--- src/rtl/sap1_pkg.sv ---
// SAP-1 shared constants: opcodes, control-word bit positions, idle word and
// one-hot ring states used by the controller-sequencer.
package sap1_pkg;

    localparam logic [3:0] OP_LDA = 4'b0000;
    localparam logic [3:0] OP_ADD = 4'b0001;
    localparam logic [3:0] OP_SUB = 4'b0010;
    localparam logic [3:0] OP_OUT = 4'b1110;
    localparam logic [3:0] OP_HLT = 4'b1111;

    // Control-word bit order, MSB first: C_P E_P L_M_bar CE_bar L_I_bar E_I_bar
    // L_A_bar E_A S_U E_U L_B_bar L_O_bar.
    localparam int CW_C_P     = 11;
    localparam int CW_E_P     = 10;
    localparam int CW_L_M_BAR = 9;
    localparam int CW_CE_BAR  = 8;
    localparam int CW_L_I_BAR = 7;
    localparam int CW_E_I_BAR = 6;
    localparam int CW_L_A_BAR = 5;
    localparam int CW_E_A     = 4;
    localparam int CW_S_U     = 3;
    localparam int CW_E_U     = 2;
    localparam int CW_L_B_BAR = 1;
    localparam int CW_L_O_BAR = 0;

    localparam logic [11:0] IDLE_CW = 12'b0011_1110_0011;

    localparam logic [5:0] T1 = 6'b000001;
    localparam logic [5:0] T2 = 6'b000010;
    localparam logic [5:0] T3 = 6'b000100;
    localparam logic [5:0] T4 = 6'b001000;
    localparam logic [5:0] T5 = 6'b010000;
    localparam logic [5:0] T6 = 6'b100000;

endpackage

--- src/rtl/controller_sequencer_if.sv ---
// Opcode in, control word / ring state / halt status out, between the
// controller-sequencer (master) and the SAP-1 datapath (slave).
interface controller_sequencer_if;

    logic [3:0] opcode;
    logic       C_P, E_P, L_M_bar, CE_bar, L_I_bar, E_I_bar;
    logic       L_A_bar, E_A, S_U, E_U, L_B_bar, L_O_bar;
    logic [5:0] T_state;
    logic       HLT_bar;

    modport master (
        input  opcode,
        output C_P, E_P, L_M_bar, CE_bar, L_I_bar, E_I_bar,
        output L_A_bar, E_A, S_U, E_U, L_B_bar, L_O_bar,
        output T_state, HLT_bar
    );

    modport slave (
        output opcode,
        input  C_P, E_P, L_M_bar, CE_bar, L_I_bar, E_I_bar,
        input  L_A_bar, E_A, S_U, E_U, L_B_bar, L_O_bar,
        input  T_state, HLT_bar
    );

endinterface

--- src/rtl/ring_counter_6.sv ---
// Six-state one-hot ring, advancing on the falling clock edge; clear forces T1
// and hold freezes the current state.
module ring_counter_6
    import sap1_pkg::*;
(
    input  logic       clk,
    input  logic       clr_n,
    input  logic       hold,
    output logic [5:0] t_state
);

    always_ff @(negedge clk or negedge clr_n) begin
        if (!clr_n)
            t_state <= T1;
        else if (!hold)
            t_state <= {t_state[4:0], t_state[5]};
    end

endmodule

--- src/rtl/controller_sequencer.sv ---
// SAP-1 controller-sequencer: ring counter plus combinational instruction
// decode producing the 12-bit control word for fetch and execute.
module controller_sequencer
    import sap1_pkg::*;
(
    input  logic                  CLK,
    input  logic                  CLR_bar,
    controller_sequencer_if.master bus
);

    logic [5:0]  t_state;
    logic        halted;
    logic [11:0] cw;

    ring_counter_6 u_ring (
        .clk     (CLK),
        .clr_n   (CLR_bar),
        .hold    (halted),
        .t_state (t_state)
    );

    // Sets on the same falling edge that enters T4, so the ring freezes there.
    always_ff @(negedge CLK or negedge CLR_bar) begin
        if (!CLR_bar)
            halted <= 1'b0;
        else if (t_state == T3 && bus.opcode == OP_HLT)
            halted <= 1'b1;
    end

    always_comb begin
        cw = IDLE_CW;
        if (CLR_bar && !halted) begin
            case (t_state)
                T1: begin
                    cw[CW_E_P]     = 1'b1;
                    cw[CW_L_M_BAR] = 1'b0;
                end
                T2: cw[CW_C_P] = 1'b1;
                T3: begin
                    cw[CW_CE_BAR]  = 1'b0;
                    cw[CW_L_I_BAR] = 1'b0;
                end
                T4: begin
                    case (bus.opcode)
                        OP_LDA, OP_ADD, OP_SUB: begin
                            cw[CW_E_I_BAR] = 1'b0;
                            cw[CW_L_M_BAR] = 1'b0;
                        end
                        OP_OUT: begin
                            cw[CW_E_A]     = 1'b1;
                            cw[CW_L_O_BAR] = 1'b0;
                        end
                        default: ;
                    endcase
                end
                T5: begin
                    case (bus.opcode)
                        OP_LDA: begin
                            cw[CW_CE_BAR]  = 1'b0;
                            cw[CW_L_A_BAR] = 1'b0;
                        end
                        OP_ADD, OP_SUB: begin
                            cw[CW_CE_BAR]  = 1'b0;
                            cw[CW_L_B_BAR] = 1'b0;
                        end
                        default: ;
                    endcase
                end
                T6: begin
                    if (bus.opcode == OP_ADD || bus.opcode == OP_SUB) begin
                        cw[CW_E_U]     = 1'b1;
                        cw[CW_S_U]     = (bus.opcode == OP_SUB);
                        cw[CW_L_A_BAR] = 1'b0;
                    end
                end
                default: ;
            endcase
        end
    end

    assign bus.C_P     = cw[CW_C_P];
    assign bus.E_P     = cw[CW_E_P];
    assign bus.L_M_bar = cw[CW_L_M_BAR];
    assign bus.CE_bar  = cw[CW_CE_BAR];
    assign bus.L_I_bar = cw[CW_L_I_BAR];
    assign bus.E_I_bar = cw[CW_E_I_BAR];
    assign bus.L_A_bar = cw[CW_L_A_BAR];
    assign bus.E_A     = cw[CW_E_A];
    assign bus.S_U     = cw[CW_S_U];
    assign bus.E_U     = cw[CW_E_U];
    assign bus.L_B_bar = cw[CW_L_B_BAR];
    assign bus.L_O_bar = cw[CW_L_O_BAR];
    assign bus.T_state = t_state;
    assign bus.HLT_bar = ~halted;

endmodule

--- src/flat_wrapper.sv ---
// flat-port wrapper written by rule: the top's interface ports become plain ports
module controller_sequencer_flat import sap1_pkg::*;
  (CLK, CLR_bar, bus_opcode, bus_C_P, bus_E_P, bus_L_M_bar, bus_CE_bar, bus_L_I_bar, bus_E_I_bar, bus_L_A_bar, bus_E_A, bus_S_U, bus_E_U, bus_L_B_bar, bus_L_O_bar, bus_T_state, bus_HLT_bar);
  controller_sequencer_if bus_i ();
  input  logic CLK;
  input  logic CLR_bar;
  input wire logic [$bits(bus_i.opcode)-1:0] bus_opcode;
  output wire logic [$bits(bus_i.C_P)-1:0] bus_C_P;
  output wire logic [$bits(bus_i.E_P)-1:0] bus_E_P;
  output wire logic [$bits(bus_i.L_M_bar)-1:0] bus_L_M_bar;
  output wire logic [$bits(bus_i.CE_bar)-1:0] bus_CE_bar;
  output wire logic [$bits(bus_i.L_I_bar)-1:0] bus_L_I_bar;
  output wire logic [$bits(bus_i.E_I_bar)-1:0] bus_E_I_bar;
  output wire logic [$bits(bus_i.L_A_bar)-1:0] bus_L_A_bar;
  output wire logic [$bits(bus_i.E_A)-1:0] bus_E_A;
  output wire logic [$bits(bus_i.S_U)-1:0] bus_S_U;
  output wire logic [$bits(bus_i.E_U)-1:0] bus_E_U;
  output wire logic [$bits(bus_i.L_B_bar)-1:0] bus_L_B_bar;
  output wire logic [$bits(bus_i.L_O_bar)-1:0] bus_L_O_bar;
  output wire logic [$bits(bus_i.T_state)-1:0] bus_T_state;
  output wire logic [$bits(bus_i.HLT_bar)-1:0] bus_HLT_bar;
  assign bus_i.opcode = bus_opcode;
  assign bus_C_P = bus_i.C_P;
  assign bus_E_P = bus_i.E_P;
  assign bus_L_M_bar = bus_i.L_M_bar;
  assign bus_CE_bar = bus_i.CE_bar;
  assign bus_L_I_bar = bus_i.L_I_bar;
  assign bus_E_I_bar = bus_i.E_I_bar;
  assign bus_L_A_bar = bus_i.L_A_bar;
  assign bus_E_A = bus_i.E_A;
  assign bus_S_U = bus_i.S_U;
  assign bus_E_U = bus_i.E_U;
  assign bus_L_B_bar = bus_i.L_B_bar;
  assign bus_L_O_bar = bus_i.L_O_bar;
  assign bus_T_state = bus_i.T_state;
  assign bus_HLT_bar = bus_i.HLT_bar;
  controller_sequencer u_core (.CLK(CLK), .CLR_bar(CLR_bar), .bus(bus_i));
endmodule
--- config.mk ---
export PLATFORM = sky130hd
export DESIGN_NAME = controller_sequencer_flat
export DESIGN_NICKNAME = d
export VERILOG_FILES = /design/src/rtl/sap1_pkg.sv /design/src/rtl/controller_sequencer_if.sv /design/src/rtl/ring_counter_6.sv /design/src/rtl/controller_sequencer.sv /design/src/flat_wrapper.sv
export SDC_FILE = /design/constraint.sdc
export NUM_CORES = 1
export LEC_CHECK = 0
export CAP_MARGIN = 0
export CORE_UTILIZATION = 38
export CTS_CLUSTER_DIAMETER = 40
export DETAILED_ROUTE_END_ITERATION = 8
export GPL_ROUTABILITY_DRIVEN = 0
export PLACE_DENSITY_LB_ADDON = 0.08
export SETUP_SLACK_MARGIN = 0.05
export SLEW_MARGIN = 0
export SYNTH_ARGS = -nofsm -noshare
export SYNTH_HDL_FRONTEND = slang
export SYNTH_SLANG_ARGS = --single-unit
--- constraint.sdc ---
create_clock -name CLK -period 2.1 [get_ports CLK]
set_clock_uncertainty 0.2 [all_clocks]
set_input_delay 0.21 -clock CLK [delete_from_list [all_inputs] [get_ports CLK]]
set_output_delay 0.21 -clock CLK [all_outputs]
set_load 0.02 [all_outputs]
==> results of run 1 <==
==> cells in the mapped netlist <==
library cell  number  area share
nor2b_1            4       0.049
nor3_1             1      0.0098
or4b_4             1       0.027
inv_1              3       0.022
o211ai_1           1       0.015
nor3b_4            1       0.037
nor2_1             5       0.037
dfstp_2            1       0.051
and4_1             1       0.017
xnor2_1            1       0.017
and2_1             1       0.012
a21oi_2            1       0.017
a21o_1             1       0.015
and4b_1            2       0.039
buf_2              1      0.0098
nor4b_1            1       0.017
or4_4              1       0.022
mux2_2             6        0.13
and3_1             1       0.012
nor4_1             2       0.025
nor3b_2            1       0.025
a22oi_1            1       0.015
dfrtn_1            6        0.29
nand4_1            2       0.025
nand2_1            4       0.029
a41o_1             1       0.020
a21oi_1            1      0.0098
==> timing repair <==
item                       CTS
resized for setup          119
setup endpoints to repair   20
buffers inserted             8
pin swaps                   12
==> metrics by stage <==
step / std cells / utilization / area (µm²) / TNS (ns)
floorplan: 52 / - / 561 / -8.31
global placement: 106 / 0.798 / 935 / -17.52
detailed placement: 106 / 0.798 / 935 / -17.92
CTS: 117 / 0.907 / 1060 / -14.77
==> cells by family after synthesis <==
kind of cell / count (synthesis) / synth area share
flops: 7 / 0.346
buf+inv: 4 / 0.0319
mux: 6 / 0.132
xor+xnor: 1 / 0.0172
compound gates: 6 / 0.0907
simple gates: 28 / 0.382
==> results.toml, run 1 <==
[status]
status = "aborted with a tool error"
haltStage = "global routing (5_1_grt)"
tool.error = "[ERROR DPL-0038] Utilization greater than 100%, impossible to legalize"

[yosys]
syn-num-nets = 58
syn_inst = 52
ys_seq_area_frac = 0.346
ys_ff_latch = 7
synth_area_um2 = 510
avgSynthCellArea_um2 = 9.82
synth_warnings = 0
yosysUniqueCellTypes = 27

[floorplanning]
fp-row-count = 12
die_y_um = 38.7
io_pins = 25
die_w_um = 38.7
start_util = 0.436

[clocking]
cts.hold.buffers_added = 0
root_buffer = "clkbuf_4"
cts_buffer_depth = 2
clock_sinks = 7
cts_buffers = 3
htreeDepth = 1

[sta]
endpoint_type = "top-level output"
postGrtWorstEndpoint = "bus_L_O_bar"

[placed_design]
dp_slack_ns = -1.28
portBuffers = 24
hpwl_um = 1220

[global_routing]
grt_max_degree = 10
==> inputs of run 2 (changes only) <==
--- a/config.mk
+++ b/config.mk
@@ -6,12 +6,11 @@
 export NUM_CORES = 1
 export LEC_CHECK = 0
 export CAP_MARGIN = 0
-export CORE_UTILIZATION = 38
-export CTS_CLUSTER_DIAMETER = 40
+export CORE_AREA = 2 2 63 65
 export DETAILED_ROUTE_END_ITERATION = 8
+export DIE_AREA = 0 0 65 67
 export GPL_ROUTABILITY_DRIVEN = 0
-export PLACE_DENSITY_LB_ADDON = 0.08
-export SETUP_SLACK_MARGIN = 0.05
+export PLACE_DENSITY_LB_ADDON = 0.15
 export SLEW_MARGIN = 0
 export SYNTH_ARGS = -nofsm -noshare
 export SYNTH_HDL_FRONTEND = slang
==> run 2 against run 1 <==
The flow now finishes, with violations (negative setup slack); synthesized cell count did not move; synthesized area stayed put.
==> results.toml, run 2 <==
[yosys]
syn-num-nets = 58
synth_common_cells = "6 x dfrtn_1, 6 x mux2_2, 5 x nor2_1, 4 x nand2_1, 4 x nor2b_1"
synth_warnings = 0
ys_ff_latch = 7
ys_seq_area_frac = 0.346
synth_top_family_by_area = "simple AND/OR/NAND/NOR gates"
synthAdderAreaFrac = 0
yosysUniqueCellTypes = 27
synth_area_leader_cell = "dfrtn_1"
syn_inst = 52
synthMuxAreaShare = 0.132
synthXorXnorAreaFrac = 0.0172
synth_top_area_share = 0.294
synth_area_leaders = "dfrtn_1 29%, mux2_2 13%, dfstp_2 5.1%"
synth_compound_area_frac = 0.0907
synthArstFlopShare = 1.00
avgSynthCellArea_um2 = 9.82
synth_edf_count = 0
synth_area_um2 = 510
synth_ff_type = "dfrtn_1"
synth-simple-area-share = 0.382

[worst_setup_path]
cp-end-kind = "output port"
ff2ff_setup_slack_ns = 0.24
timing.rr.end = "u_core.halted$_DFFE_NN0P_"
worstPathArrival_ns = 2.80
critical_path.max_stage_delay_ns = 0.56
critical_path_class = "reg2out"
start_kind = "flip-flop"
path_buf_inv = 2
cpMaxStageDelayCell = "or4_4"
cp_max_fo = 3
cpLargestDelayFamily = "simple AND/OR/NAND/NOR gates"
reg2regPathDepth = 6
crit_chain = "or4_4, nor3b_4, buf_4, nand4_1, buf_6"
critical_path_required_ns = 1.69
r2r-start = "u_core.u_ring.t_state[5]$_DFFE_NN0N_"

[floorplanning]
die_w_um = 65
start_util = 0.142
core_um2 = 3610
io_pins = 25
die-area_um2 = 4360
die_y_um = 67
fp-row-count = 22

[placed_design]
dp_slack_ns = -1.29
portBuffers = 24
dp_cells = 143
place_area_um2 = 1000
hpwl_um = 1440

[clocking]
cts_tree = "built"
cts_buffers = 3
clkSlewWorstSetupHoldPaths_ns = 0.03
root_buffer = "clkbuf_8"
htreeDepth = 1
cts_buffer_depth = 2
clock_latency_ns = 0.28
clock_sinks = 7

[layout]
reg_top3 = "u_core.u_ring.t_state x6, u_core.halted x1"
fill_cells = 397
top_register = "u_core.u_ring.t_state"
n_antenna_cell = 0
final_common_cell = "buf_6"
areaGrowthSynthToFinish_pct = 144
final_nets = 121
finalNonFillerCells = 162
largest_reg_flops = 6
final_cell_mix = "28 x buf_6, 24 x buf_4, 6 x mux2_2, 6 x dfrtn_1, 4 x nor2_1"
layout-drive-gt1-share = 0.737
fin_util = 0.346
fin_area_um2 = 1250

[power]
powerDensity_nw_per_um2 = 299
p_seq_frac = 0.365
vdd_drop_max_v = 0.000144
p_switching_uw = 79.2
total_power_uw = 373
leakagePower_nw = 0.589
p_comb_frac = 0.141
clock_power_share = 0.493
p_int_uw = 294
swShare = 0.212

[sta]
rsz0062_at_grt = "yes"
finalSetupViolations = 19
slew_violations = 0
max_slew_margin = 0.778
fin_ws_ns = -1.11
worst_slew_pin_slew_ns = 0.331
hold_viol_final = 0

[global_routing]
grt_max_degree = 9
first_global_vias = 674
grt_first_pass_wirelength_um = 3080
antenna_found_initial = 0
grt_overflow = 0
grt.total_usage = 0.0954

[hold_path]
min_path_cells = 2
hp-start = "u_core.u_ring.t_state[5]$_DFFE_NN0N_"
hold_end = "u_core.u_ring.t_state[5]$_DFFE_NN0N_"
hold_path.class = "reg2reg"

[drt]
drt_pass1_iterations = 3
via_per_inst = 3.97
routed_wl_um = 1900
drc = 0
wl_per_cell_um = 11.7
ant_nets = 0
drt-initial-drc-count = 14
vias = 643

[status]
violations = "negative setup slack"
status = "finished, violations left"

[flow_run]
drv_cap = 0
run 2: cell type report:
type                            instances  area, µm²  share of cell area
Sequential cell                         7        176               0.141
Inverter                                2       7.51             0.00602
Clock buffer                            3       41.3              0.0331
Timing Repair Buffer                   59        553               0.443
Multi-Input combinational cell         41        402               0.322
Clock inverter                          2       7.51             0.00602
Tap cell                               48       60.1              0.0481
run 2: what timing repair did:
| item | CTS | global route |
|---|---|---|
| buffers inserted | 9 | 6 |
| hold buffers | 0 | 0 |
| endpoints found under the setup margin | 20 | 20 |
| pin swaps | 12 | 9 |
| gates resized for setup | 123 | 9 |
run 2: cell families (layout without fill, tap and decap cells):
family | Yosys count | after routing
multiplexers | 6 | 6
XOR/XNOR | 1 | 1
buffers and inverters | 4 | 66
AO/OA/AOI/OAI | 6 | 6
flip-flops | 7 | 7
AND/OR/NAND/NOR | 28 | 28
run 2: power by group through the flow:
stage | sequential [mW] | combinational (mW) | clock, mW
after floorplan | 0.138 | 0.0138 | 0.00596
after global placement | 0.138 | 0.0454 | 0.00596
after detailed placement | 0.138 | 0.0460 | 0.00596
after CTS | 0.136 | 0.0515 | 0.189
after global routing | 0.136 | 0.0569 | 0.207
final | 0.136 | 0.0528 | 0.184
run 2: how the worst max path moves through the flow:
stage,from,to,slack [ns],cells past startpoint
after CTS,u_core.u_ring.t_state[1]$_DFFE_NN0N_,bus_L_O_bar,-1.10,5
after global placement,u_core.u_ring.t_state[0]$_DFFE_NN1N_,bus_E_A,-1.27,4
after detailed placement,u_core.u_ring.t_state[0]$_DFFE_NN1N_,bus_CE_bar,-1.29,4
final,u_core.u_ring.t_state[5]$_DFFE_NN0N_,bus_L_O_bar,-1.11,5
after global routing,u_core.u_ring.t_state[1]$_DFFE_NN0N_,bus_L_O_bar,-1.18,5
after floorplan,u_core.u_ring.t_state[5]$_DFFE_NN0N_,bus_E_A,-0.87,3
run 2: routing by layer:
layer / GRT usage / wire length [µm]
met2: 0.191 / 1110
met1: 0.0936 / 698
met3: 0.0203 / 77
met5: 0 / 0
met4: 0.0399 / 13
run 2: metrics by stage:
stage / TNS, ns / hold slack (ns)
finish: -14.25 / 0.402
CTS: -14.12 / 0.406
floorplan: -8.30 / 0.272
global route: -15.31 / 0.420
detailed placement: -18.16 / 0.395
global placement: -18.04 / 0.393
run 2: worst reg2reg max path, cell delays in order, from the launching register on:
cell and delay (ns):
dfrtn_1 0.36, or4_4 0.56, nor3b_4 0.26, buf_4 0.15, buf_4 0.10, buf_4 0.09
a41o_1 0.17
Power figures use the tool's default switching activity.
==> inputs of run 3 (changes only) <==
--- a/config.mk
+++ b/config.mk
@@ -6,6 +6,8 @@
 export NUM_CORES = 1
 export LEC_CHECK = 0
 export CAP_MARGIN = 0
+export CELL_PAD_IN_SITES_DETAIL_PLACEMENT = 1
+export CELL_PAD_IN_SITES_GLOBAL_PLACEMENT = 2
 export CORE_AREA = 2 2 63 65
 export DETAILED_ROUTE_END_ITERATION = 8
 export DIE_AREA = 0 0 65 67
==> run 3 against run 2 <==
The run still ends with negative setup slack left; register-to-register slack improved by 0.17 ns; sequential share of layout area rose by 0.20 points; critical path depth did not move; cell count fell by 3.1%; critical path type unchanged; highest routed layer is now met3.
==> results.toml, run 3 (synthesized netlist as in run 2, its figures left out) <==
[status]
status = "finished, violations left"
violations = "negative setup slack"

[global_routing]
grt.total_usage = 0.107
antenna_found_initial = 0
grt_overflow = 0
grt_max_degree = 9
first_global_vias = 696
grt_first_pass_wirelength_um = 3510

[floorplanning]
die-area_um2 = 4360
die_y_um = 67
fp-row-count = 22
start_util = 0.142
core_um2 = 3610
die_w_um = 65
io_pins = 25

[power]
swShare = 0.217
total_power_uw = 378
p_int_uw = 296
clock_power_share = 0.509
vdd_drop_max_v = 0.000222
leakagePower_nw = 0.579
powerDensity_nw_per_um2 = 308
p_seq_frac = 0.360
p_comb_frac = 0.131
p_switching_uw = 82.1

[placed_design]
portBuffers = 24
hpwl_um = 1540

[clocking]
clock_sinks = 7
cts.hold.buffers_added = 0
cts_buffers = 3
cts_tree = "built"
root_buffer = "clkbuf_8"
htreeDepth = 1
cts_buffer_depth = 2
clock_latency_ns = 0.28
clkSlewWorstSetupHoldPaths_ns = 0.03

[layout]
areaGrowthSynthToFinish_pct = 141
top_register = "u_core.u_ring.t_state"
final_cell_mix = "28 x buf_6, 20 x buf_4, 6 x mux2_2, 6 x dfrtn_1, 4 x nor2_1"
final_nets = 116
final_common_cell = "buf_6"
layout-drive-gt1-share = 0.743
seq_area_um2 = 176
fill_cells = 420
reg_top3 = "u_core.u_ring.t_state x6, u_core.halted x1"
multi_input_area_um2 = 405
largest_reg_flops = 6
n_antenna_cell = 0

[worst_setup_path]
cpLargestDelayFamily = "simple AND/OR/NAND/NOR gates"
ff2ff_setup_slack_ns = 0.41
critical_path.max_stage_delay_ns = 0.57
start_kind = "flip-flop"
worstSetupStartpoint = "u_core.u_ring.t_state[1]$_DFFE_NN0N_"
critical_path_class = "reg2out"
timing.rr.end = "u_core.halted$_DFFE_NN0P_"
reg2regPathDepth = 5
cp-end-kind = "output port"
critical_path_required_ns = 1.69
crit_chain = "or4_4, nor3b_4, buf_6, nand4_1, buf_4"
worstPathArrival_ns = 2.80
cp_max_fo = 3
path_buf_inv = 2
crit_path_end = "bus_L_O_bar"
r2r-start = "u_core.u_ring.t_state[1]$_DFFE_NN0N_"
cpMaxStageDelayCell = "or4_4"
path_depth = 5

[drt]
routed_wl_um = 2100
wl_per_cell_um = 13.3
vias = 623
drt-initial-drc-count = 22
via_per_inst = 3.97
drt_pass1_iterations = 3
ant_nets = 0
drc = 0

[sta]
finalSetupTns_ns = -14.72
max_slew_margin = 0.788
fin_ws_ns = -1.11
finalSetupViolations = 19
slew_violations = 0
rsz0062_at_grt = "yes"
worst_slew_pin_slew_ns = 0.316
hold_viol_final = 0

[hold_path]
hold_path.class = "reg2reg"

[flow_run]
drv_cap = 0
-- run 3: cell types whose count changed in the layout (fill, tap and decap cells not counted), sizes merged --
cell and change:
clkdlybuf4s50 -1, buf -5, clkbuf +1, inv -1, dlygate4sd2 +1
-- run 3: worst min-delay path: stages, from the launching register on --
cell and delay (ns):
dfrtn_1 0.41, buf_4 0.11, buf_6 0.11, mux2_2 0.14
-- run 3: layout make-up --
type / count / area share
Timing Repair Buffer: 54 / 0.432
Multi-Input combinational cell: 41 / 0.330
Sequential cell: 7 / 0.143
Tap cell: 48 / 0.0488
Clock buffer: 4 / 0.0366
Inverter: 2 / 0.00610
Clock inverter: 1 / 0.00305
-- run 3: layer usage --
metal	track usage	vias up	part of all wire
met4	0.0239	0	0
met5	0	-	0
li1	-	308	-
met3	0.0321	0	0.036
met2	0.186	14	0.51
met1	0.130	301	0.46
-- run 3: power groups by stage --
stage	clock network, mW	logic (mW)	registers, mW
global route	0.217	0.0544	0.136
finish	0.193	0.0496	0.136
detailed placement	0.00596	0.0448	0.138
CTS	0.200	0.0462	0.136
floorplan	0.00596	0.0138	0.138
global placement	0.00596	0.0446	0.138
-- run 3: stage by stage --
stage / utilization / worst slack [ns] / instance area, µm² / hold WS [ns] / std cells
global placement: 0.273 / -1.28 / 985 / 0.399 / 141
CTS: 0.320 / -1.14 / 1150 / 0.417 / 153
finish: 0.341 / -1.11 / 1230 / 0.498 / 157
floorplan: - / -0.870 / 561 / 0.272 / 52
detailed placement: 0.273 / -1.30 / 985 / 0.403 / 141
global route: 0.341 / -1.15 / 1230 / 0.512 / 157
-- run 3: worst min-delay path by stage --
| stage | cells past startpoint | startpoint | end |
|---|---|---|---|
| after CTS | 2 | u_core.u_ring.t_state[5]$_DFFE_NN0N_ | u_core.u_ring.t_state[5]$_DFFE_NN0N_ |
| final | 3 | u_core.u_ring.t_state[1]$_DFFE_NN0N_ | u_core.u_ring.t_state[2]$_DFFE_NN0N_ |
| after global routing | 3 | u_core.u_ring.t_state[1]$_DFFE_NN0N_ | u_core.u_ring.t_state[1]$_DFFE_NN0N_ |
| after global placement | 2 | u_core.u_ring.t_state[5]$_DFFE_NN0N_ | u_core.u_ring.t_state[5]$_DFFE_NN0N_ |
| after detailed placement | 2 | u_core.u_ring.t_state[5]$_DFFE_NN0N_ | u_core.u_ring.t_state[5]$_DFFE_NN0N_ |
| after floorplan | 1 | bus_opcode[0] | bus_S_U |
-- run 3: repair_timing --
item                                    in CTS  in global routing
resized for setup                          128                 14
setup buffers                                9                  8
pin swaps                                    9                 10
endpoints found under the setup margin      20                 19
endpoints found under the hold margin        0                  0
